## config.mk

```make
export PLATFORM = sky130hd
export DESIGN_NAME = fir_out_quant_flat
export DESIGN_NICKNAME = d
export VERILOG_FILES = /design/src/rtl/fir_pkg.sv /design/src/rtl/fir_out_quant_if.sv /design/src/rtl/fir_out_fifo.sv /design/src/rtl/fir_out_quant.sv /design/src/flat_wrapper.sv
export SDC_FILE = /design/constraint.sdc
export NUM_CORES = 1
export LEC_CHECK = 0
export BUFFER_PORTS_ARGS = -buffer_cell sky130_fd_sc_hd__buf_2
export CORE_MARGIN = 2
export CORE_UTILIZATION = 50
export DETAILED_ROUTE_END_ITERATION = 10
export PLACE_DENSITY_LB_ADDON = 0.1
export SKIP_LAST_GASP = 1
export SLEW_MARGIN = 5
export SYNTH_ARGS = -nofsm -noshare
export SYNTH_HDL_FRONTEND = slang
export SYNTH_HIERARCHICAL = 1
export SYNTH_SLANG_ARGS = --single-unit
```

## constraint.sdc

```tcl
create_clock -name clk -period 3.55 [get_ports clk]
set_clock_uncertainty 0.2 [all_clocks]
set_input_delay 0.1775 -clock clk [delete_from_list [all_inputs] [get_ports clk]]
set_output_delay 0.1775 -clock clk [all_outputs]
set_load 0.03 [all_outputs]
```

## src/rtl/fir_pkg.sv

```systemverilog
// Constants shared with the 64-tap FIR core and the output saturation helper.
// sat_to_out clamps a rounded, shifted accumulator value to the signed output range.
`timescale 1ns/1ps
package fir_pkg;

    localparam int FIR_DIN_W     = 41;
    localparam int FIR_OUT_W     = 16;
    localparam int FIR_Q_SHIFT   = 15;
    localparam int FIR_OUT_DEPTH = 4;
    localparam int FIR_ACC_W     = FIR_DIN_W + 1;

    localparam logic signed [FIR_ACC_W-1:0] FIR_OUT_MAX =
        FIR_ACC_W'((64'sd1 <<< (FIR_OUT_W - 1)) - 64'sd1);
    localparam logic signed [FIR_ACC_W-1:0] FIR_OUT_MIN =
        FIR_ACC_W'(-(64'sd1 <<< (FIR_OUT_W - 1)));

    typedef struct packed {
        logic                        clamped;
        logic signed [FIR_OUT_W-1:0] value;
    } sat_t;

    function automatic sat_t sat_to_out(input logic signed [FIR_ACC_W-1:0] q);
        sat_t res;
        res.clamped = 1'b1;
        if (q > FIR_OUT_MAX) begin
            res.value = FIR_OUT_MAX[FIR_OUT_W-1:0];
        end else if (q < FIR_OUT_MIN) begin
            res.value = FIR_OUT_MIN[FIR_OUT_W-1:0];
        end else begin
            res.clamped = 1'b0;
            res.value   = q[FIR_OUT_W-1:0];
        end
        return res;
    endfunction

endpackage

```

## src/rtl/fir_out_quant_if.sv

```systemverilog
// Valid/ready sample stream from the quantiser to the DAC/serialiser.
`timescale 1ns/1ps
interface fir_out_quant_if #(
    parameter int OUT_W = 16
) ();
    logic signed [OUT_W-1:0] m_data;
    logic                    m_valid;
    logic                    m_ready;

    modport master (output m_data, output m_valid, input m_ready);
    modport slave  (input m_data, input m_valid, output m_ready);
endinterface

```

## src/rtl/fir_out_fifo.sv

```systemverilog
// Synchronous show-ahead FIFO; the head is visible on rd_data_o while not empty.
// When empty, rd_data_o keeps the last head that was presented.
`timescale 1ns/1ps
module fir_out_fifo #(
    parameter int WIDTH = 16,
    parameter int DEPTH = 4
) (
    input  logic                       clk,
    input  logic                       rstn,
    input  logic                       push_i,
    input  logic [WIDTH-1:0]           wr_data_i,
    input  logic                       pop_i,
    output logic [WIDTH-1:0]           rd_data_o,
    output logic                       full_o,
    output logic                       empty_o,
    output logic [$clog2(DEPTH):0]     count_o
);

    localparam int AW = $clog2(DEPTH);
    localparam int CW = AW + 1;

    logic [WIDTH-1:0] mem_q [DEPTH];
    logic [AW-1:0]    wr_ptr_q, rd_ptr_q;
    logic [CW-1:0]    count_q, count_d;
    logic [WIDTH-1:0] last_q;
    logic             wr_en, rd_en;

    assign empty_o = (count_q == '0);
    assign full_o  = (count_q == CW'(DEPTH));
    assign count_o = count_q;

    // A full FIFO still accepts a push when the head leaves on the same edge.
    assign rd_en = pop_i && !empty_o;
    assign wr_en = push_i && (!full_o || pop_i);

    assign rd_data_o = empty_o ? last_q : mem_q[rd_ptr_q];

    always_comb begin
        // NOTE: default first, so no path through this block leaves count_d unassigned (latch).
        count_d = count_q;
        if (wr_en && !rd_en) begin
            count_d = count_q + CW'(1);
        end else if (rd_en && !wr_en) begin
            count_d = count_q - CW'(1);
        end
    end

    always_ff @(posedge clk) begin
        if (!rstn) begin
            wr_ptr_q <= '0;
            rd_ptr_q <= '0;
            count_q  <= '0;
            last_q   <= '0;
        end else begin
            count_q <= count_d;
            if (wr_en) wr_ptr_q <= wr_ptr_q + AW'(1);
            if (rd_en) rd_ptr_q <= rd_ptr_q + AW'(1);
            if (!empty_o) last_q <= mem_q[rd_ptr_q];
        end
    end

    // NOTE: storage is not reset; an entry is only ever read after the pointers say it was written.
    always_ff @(posedge clk) begin
        if (wr_en) mem_q[wr_ptr_q] <= wr_data_i;
    end

endmodule

```

## src/rtl/fir_out_quant.sv

```systemverilog
// FIR output quantiser: one capture per rising fir_valid, round, shift, saturate,
// then buffer the sample in a show-ahead FIFO driving a valid/ready stream.
`timescale 1ns/1ps
module fir_out_quant
    import fir_pkg::*;
#(
    parameter int DIN_W = FIR_DIN_W,
    parameter int OUT_W = FIR_OUT_W,
    parameter int SHIFT = FIR_Q_SHIFT,
    parameter int DEPTH = FIR_OUT_DEPTH
) (
    input  logic                     clk,
    input  logic                     rstn,
    input  logic signed [DIN_W-1:0]  fir_dout,
    input  logic                     fir_valid,
    input  logic                     clr_flags,
    output logic                     sat_flag,
    output logic                     drop_flag,
    output logic [$clog2(DEPTH):0]   fifo_count,
    fir_out_quant_if.master          strm
);

    localparam int ACC_W = DIN_W + 1;
    localparam logic [ACC_W-1:0]        RND_ONE = 1;
    localparam logic signed [ACC_W-1:0] RND     = $signed((RND_ONE << SHIFT) >> 1);

    logic                    fir_valid_q;
    logic                    cap_evt;
    logic                    s1_valid_q;
    logic signed [ACC_W-1:0] s1_q, s1_d;
    logic                    s2_valid_q;
    logic [OUT_W-1:0]        s2_data_q;
    sat_t                    sat_s;
    logic                    sat_flag_q, sat_flag_d;
    logic                    drop_flag_q, drop_flag_d;
    logic                    fifo_full, fifo_empty, pop;
    logic [OUT_W-1:0]        fifo_rd_data;

    assign cap_evt = fir_valid && !fir_valid_q;
    assign pop     = !fifo_empty && strm.m_ready;

    always_comb begin
        // The extra accumulator bit keeps the rounding add from wrapping at full-scale positive.
        s1_d  = ($signed({fir_dout[DIN_W-1], fir_dout}) + RND) >>> SHIFT;
        sat_s = sat_to_out(FIR_ACC_W'(s1_q));
        // A set condition on the clearing edge wins.
        sat_flag_d  = (sat_flag_q && !clr_flags) || (s1_valid_q && sat_s.clamped);
        drop_flag_d = (drop_flag_q && !clr_flags) || (s2_valid_q && fifo_full && !pop);
    end

    always_ff @(posedge clk) begin
        // NOTE: non-blocking assignments, so every register samples pre-edge values.
        if (!rstn) begin
            fir_valid_q <= 1'b0;
            s1_valid_q  <= 1'b0;
            s2_valid_q  <= 1'b0;
            sat_flag_q  <= 1'b0;
            drop_flag_q <= 1'b0;
        end else begin
            fir_valid_q <= fir_valid;
            s1_valid_q  <= cap_evt;
            s2_valid_q  <= s1_valid_q;
            sat_flag_q  <= sat_flag_d;
            drop_flag_q <= drop_flag_d;
        end
    end

    always_ff @(posedge clk) begin
        if (cap_evt)    s1_q      <= s1_d;
        if (s1_valid_q) s2_data_q <= sat_s.value;
    end

    fir_out_fifo #(
        .WIDTH (OUT_W),
        .DEPTH (DEPTH)
    ) u_fifo (
        .clk       (clk),
        .rstn      (rstn),
        .push_i    (s2_valid_q),
        .wr_data_i (s2_data_q),
        .pop_i     (pop),
        .rd_data_o (fifo_rd_data),
        .full_o    (fifo_full),
        .empty_o   (fifo_empty),
        .count_o   (fifo_count)
    );

    assign strm.m_data  = fifo_rd_data;
    assign strm.m_valid = !fifo_empty;
    assign sat_flag     = sat_flag_q;
    assign drop_flag    = drop_flag_q;

endmodule

```

## src/flat_wrapper.sv

```systemverilog
// flat-port wrapper written by rule: the top's interface ports become plain ports
module fir_out_quant_flat import fir_pkg::*;
#(
    parameter int DIN_W = FIR_DIN_W,
    parameter int OUT_W = FIR_OUT_W,
    parameter int SHIFT = FIR_Q_SHIFT,
    parameter int DEPTH = FIR_OUT_DEPTH
)
  (clk, rstn, fir_dout, fir_valid, clr_flags, sat_flag, drop_flag, fifo_count, strm_m_data, strm_m_valid, strm_m_ready);
  fir_out_quant_if #(.OUT_W(OUT_W)) strm_i ();
  input  logic clk;
  input  logic rstn;
  input  logic signed [DIN_W-1:0] fir_dout;
  input  logic fir_valid;
  input  logic clr_flags;
  output logic sat_flag;
  output logic drop_flag;
  output logic [$clog2(DEPTH):0] fifo_count;
  output wire logic [$bits(strm_i.m_data)-1:0] strm_m_data;
  output wire logic [$bits(strm_i.m_valid)-1:0] strm_m_valid;
  input wire logic [$bits(strm_i.m_ready)-1:0] strm_m_ready;
  assign strm_m_data = strm_i.m_data;
  assign strm_m_valid = strm_i.m_valid;
  assign strm_i.m_ready = strm_m_ready;
  fir_out_quant #(.DIN_W(DIN_W), .OUT_W(OUT_W), .SHIFT(SHIFT), .DEPTH(DEPTH)) u_core (.clk(clk), .rstn(rstn), .fir_dout(fir_dout), .fir_valid(fir_valid), .clr_flags(clr_flags), .sat_flag(sat_flag), .drop_flag(drop_flag), .fifo_count(fifo_count), .strm(strm_i));
endmodule
```

; ---- After elaboration in Yosys (flattened, before gate mapping)
; Memory sizes are Yosys's and may differ from the RTL's. A register that Yosys moved wholly into a read port is not among the register bits.
; Index checks and enable logic that the tools add are counted.
[word_totals]
n_memories = 1
mem_bits_ro = 0
word_cells = 53
latch_bits = 0
reg_bits = 71
output_inout_bits = 22
mem_bits_rw = 64
[op_classes]
bitwise_logic = 0
multipliers = 0
n_mux = 10
n_reduce_logical = 23
n_eq_ne = 1
div = 0
shifts = 0
add_sub_neg = 5
n_lt_le_gt_ge = 2
[memory_table]
columns = memory, words, width, rd, rd_clocked_by_memory_dff, write_ports, line
row1 = u_core.u_fifo.mem_q, 4, 16, 1, 1, 1, fir_out_fifo.sv:22  ; logic [WIDTH-1:0] mem_q [DEPTH];
[ops]
columns = operator, count
row1 = $add 41x16->42 const B, 1
row2 = $mux 16, 2
row3 = $gt 27x16->1 const B, 1
row4 = $lt 27x16->1 const B, 1
row5 = $logic_and 1x1->1, 11
row6 = $logic_not 1->1, 7
row7 = $mux 3, 2
row8 = $add 2x1->2 const B, 2
row9 = $mux 1, 4
row10 = $mux 2, 2
row11 = $add 3x1->3 const B, 1
row12 = $eq 3x3->1 const B, 1
row13 = $logic_not 3->1, 1
row14 = $logic_or 1x1->1, 3
row15 = $sub 3x1->3 const B, 1
row16 = $reduce_bool 2->1, 1

; ---- Longest topological paths before layout
[logic_depth]
depth_word = 9
mapped_depth = 11
ltp_nobuf = 10

; ---- Modules after synthesis
; The synthesis kept the hierarchy.
[by_module_without_submodules]
columns = module, area_each_um2, cells_each, n_inst
row1 = fir_out_fifo, 3434.5, 182, 1
row2 = fir_out_quant, 2173.3, 166, 1

; ---- Worst setup path after synthesis
; Ideal clock, no wire load.
[synth_path]
path_kind = flip-flop to flip-flop
startpoint = register u_core.u_fifo.count_q[0] (netlist: u_core/u_fifo/count_o[0])
endpoint = register u_core.u_fifo.count_q[2] (netlist: u_core/u_fifo/count_o[2])
period_less_slack_ps = 3096
stages_incl_launch_ff = 12
arrival_ps = 2821
t_required_ps = 3274
path_slack_ps = 454
cell_sequence = dfxtp_1 > nor3_2 > buf_4 > nor2b_1 > inv_1 > a21boi_1 > ha_1 > inv_1 > fa_1 > xor2_1 > or3_1 > a21boi_0
[synth_via]
elab_chain_cells = 8
elab_cells_between_ends = 17
classes_between = add/sub: 2 / eq/ne: 1 / mux: 2 / reduce/logical: 12
[synth_lines]
columns = element, line
row1 = "start, declared", fir_out_fifo.sv:24  ; logic [CW-1:0] count_q, count_d;
row2 = "start signal, assigned", fir_out_fifo.sv:55  ; count_q <= count_d;
row3 = $logic_not 3->1 *, fir_out_fifo.sv:28  ; assign empty_o = (count_q == '0);
row4 = net u_core.fifo_empty, fir_out_quant.sv:36  ; logic fifo_full, fifo_empty, pop;
row5 = $logic_not 1->1 *, fir_out_quant.sv:40  ; assign pop = !fifo_empty && strm.m_ready;
row6 = $logic_and 1x1->1 *, fir_out_quant.sv:40
row7 = net u_core.pop, fir_out_quant.sv:36
row8 = $logic_or 1x1->1 *, fir_out_fifo.sv:34  ; assign wr_en = push_i && (!full_o || pop_i);
row9 = $logic_and 1x1->1 *, fir_out_fifo.sv:34
row10 = net u_core.u_fifo.wr_en, fir_out_fifo.sv:26  ; logic wr_en, rd_en;
row11 = $logic_not 1->1, fir_out_fifo.sv:43  ; end else if (rd_en && !wr_en) begin
row12 = $logic_and 1x1->1, fir_out_fifo.sv:43
row13 = $reduce_bool 2->1 (no source line), n/a
; The timed path passes the listed nets; every way through them passes the cells marked *. The select of a mux whose other input is x is not followed.
; A chain may end at the register's enable or synchronous reset.

; ---- Worst setup path in the final report
; Same ends and word-level chain as after synthesis.

==> metrics.txt <==
status=finished clean; Logic pwr share=12.3%; Sw Ratio=24.0%; synthesized instance count=348; initial core utilization=51.5%; Post-DP HPWL=5820 um; grt total ovfl=0; Core Area=10900 um2; max-cap violations=0; RSZ-0062 raised after global routing=false; NetSw=0.953 mW; setup TNS=0 ns; GP Congestion=0.729; Ports=68; crit path kind=reg -> reg; Most common cell on crit path=inv_1; leakage=2.54 nW; Port Buffers=53; vias in the first global route=3085; Int Power=3.01 mW; cell row count=38; most frequent cell after synthesis=edfxtp_1; DR top layer=met4; pwr dens=562 nW/um2; ys flop type=edfxtp_1; CTS max path bufs=2; critical path required time=3.79 ns; Slew HR=15.4%; Hold/Removal Path Class=in -> reg; Setup Viol. Count Final=0; layout net count=515; CP startpoint kind=flop; final hold vios=0; met3 wire length=284 um; Slew @ Worst Pin=1.26 ns; Synth area leader=edfxtp_1; slowest stage delay, CP=0.49 ns; Crit path max-delay family=simple AND/OR/NAND/NOR gates; Clock Power Share=41.4%; DRT met1 WL=3990 um; Via-to-Cell Ratio=5.16; share of layout cells above drive strength 1=26.1%; TritonRoute pass-1 iters=4; hold wc startpoint=strm_m_ready; Reg power frac=46.3%; synthesis-to-layout area growth=25.8%; synth warn=6; Crit-path slowest cell=dfxtp_1; critical path cell sequence=nor3_2 -> nor2b_1 -> inv_1 -> a21boi_1 -> ha_1 -> inv_1 -> fa_1 -> xor2_1 -> or3_1 -> a21boi_0; Synth Register Bits=137; initial antenna violation count=0; vias after detailed routing=3171; f_max=0.340 GHz; routed wire length=9120 um; PostCTS Resize Cnt=0; FFs w/ async S/R, synth=0%; maximum VDD drop=0.000306 V; Distinct cells, synth=43; antenna viol nets, final=0; Syn Area/Cell=16.1 um2; Critical Path End Type=flop; cell area after synthesis=5610 um2; TritonCTS Buffers=17; die area=12100 um2; met2 wire length=4710 um; Net Count, Synth=401; Clock Latency Late Sink=0.51 ns; gr usage total=16.7%; ant diodes=0; Post-synth EDFFs=107; Worst Path Max Fanout=7; final slew viol count=0; # DRC=0; period utilisation layout=82.8%; top cell type's share of synthesized area=57.3%; largest net degree at the start of global routing=32; die width=110 um; crit path from=u_core/u_fifo/count_o[0]$_SDFFE_PN0P_; Worst-path clk slew=0.06 ns; first-pass GRT wire length=14500 um; Hold Worst Slack=0.0167 ns; Post CTS Setup Buffer Count=0; Synth top cells by count=edfxtp_1 (107), dfxtp_1 (30), and2_1 (27); sequential share of the synthesized area=68.0%; CTS tree=yes; fin crit period=2.94 ns; die height=110 um; H-tree depth=4; WL/cell=14.8 um; reg2reg start=u_core/u_fifo/count_o[0]$_SDFFE_PN0P_; Bufs and invs on worst path=2; Root Buffer Master=clkbuf_8; dominant cells by area after synthesis=edfxtp_1 (57%), dfxtp_1 (11%), mux4_2 (4.0%); data arrival time of the worst path=3.18 ns; initial DRC count=172; Sink Count=137
-- what timing repair did --
| item | CTS | global route |
|---|---|---|
| hold buffers | 45 | 0 |
| hold endpoints to repair | 57 | 0 |
| setup endpoints to repair | 0 | 0 |
-- worst reg2reg max path, cell delays in order, from the launching register on --
cell and delay [ns]:
dfxtp_1 0.49, nor3_2 0.10, nor2b_1 0.27, inv_1 0.07
a21boi_1 0.42, ha_1 0.27, inv_1 0.06, fa_1 0.37
xor2_1 0.15, or3_1 0.30, a21boi_0 0.16
-- through the flow --
step	setup WS [ns]	std cells	power, mW	instance area, um2	util, %
floorplan	0.454	348	2.20	5610	-
global placement	0.672	538	2.31	6040	55.4
detailed placement	0.596	538	2.32	6040	55.4
CTS	0.580	615	4.01	7050	64.8
global route	0.334	615	4.12	7050	64.8
finish	0.610	615	3.96	7050	64.8
-- power groups by stage --
stage	registers [mW]	logic, mW	clock network (mW)
after floorplan	1.87	0.328	0
after CTS	1.84	0.494	1.68
after global placement	1.87	0.448	0
final	1.84	0.487	1.64
after global routing	1.84	0.529	1.75
after detailed placement	1.87	0.454	0
-- sequential cells by signal, summed over array words and instances (netlist names), 2 cells and up, named ones only --
name,count
u_core/s2_data_q,16
u_core/u_fifo/mem_q,64
u_core/u_fifo/wr_ptr_q,2
u_core/s1_q,27
u_core/u_fifo/last_q,16
u_core/u_fifo/count_o,3
u_core/u_fifo/rd_ptr_q,2
-- final cells by class --
class                   count  area [um2]
fillers                   766        3830
clock inverters            15         153
clock buffers              17         414
multi-input cells         192        1700
repair buffers            105         768
well taps                 140         175
flip-flops and latches    137        3810
inverters                   9        33.8
-- worst paths after layout --
check                                          end  slack (ns)  depth (start not counted)
min reg2reg    u_core/u_fifo/mem_q[0][4]$_DFFE_PP_        0.30                          0
min                    u_core/drop_flag$_SDFF_PN0_        0.02                          4
max reg2reg  u_core/u_fifo/count_o[2]$_SDFFE_PN0P_        0.61                         10
max          u_core/u_fifo/count_o[2]$_SDFFE_PN0P_        0.61                         10
-- kinds of logic (layout without fill, tap and decap cells) --
kind of cell	after synthesis	in the layout	synth area share, %
and+or+nand+nor	95	95	9.91
adders and majority gates	7	7	1.70
buffers and inverters	19	146	1.81
muxes	35	35	10.6
xor gates and xnor gates	29	29	4.53
AOI/OAI and AO/OA	26	26	3.48
DFF	137	137	68.0
-- routing by layer --
metal | GRT usage, % | up-vias
met5 | 0 | -
met3 | 4.27 | 10
met1 | 19.7 | 1549
li1 | - | 1549
met4 | 7.87 | 0
met2 | 28.4 | 63
-- layout by cell type (no fill, tap or decap), drive strengths merged, types with 2 or more instances in the layout --
master / count
inv: 11
mux4: 16
clkinvlp: 7
and2: 27
o21a: 16
o21ai: 2
nand3: 18
xnor2: 24
clkinv: 4
nor2: 8
clkbuf: 17
dlygate4sd3: 45
mux2i: 3
mux2: 16
a21boi: 2
xor2: 5
nor4: 4
nor2b: 3
bufinv: 2
edfxtp: 107
nand4: 9
nand2: 16
dfxtp: 30
ha: 6
buf: 60
nor3: 5
o31ai: 2
(Power assumes the default switching activity.)
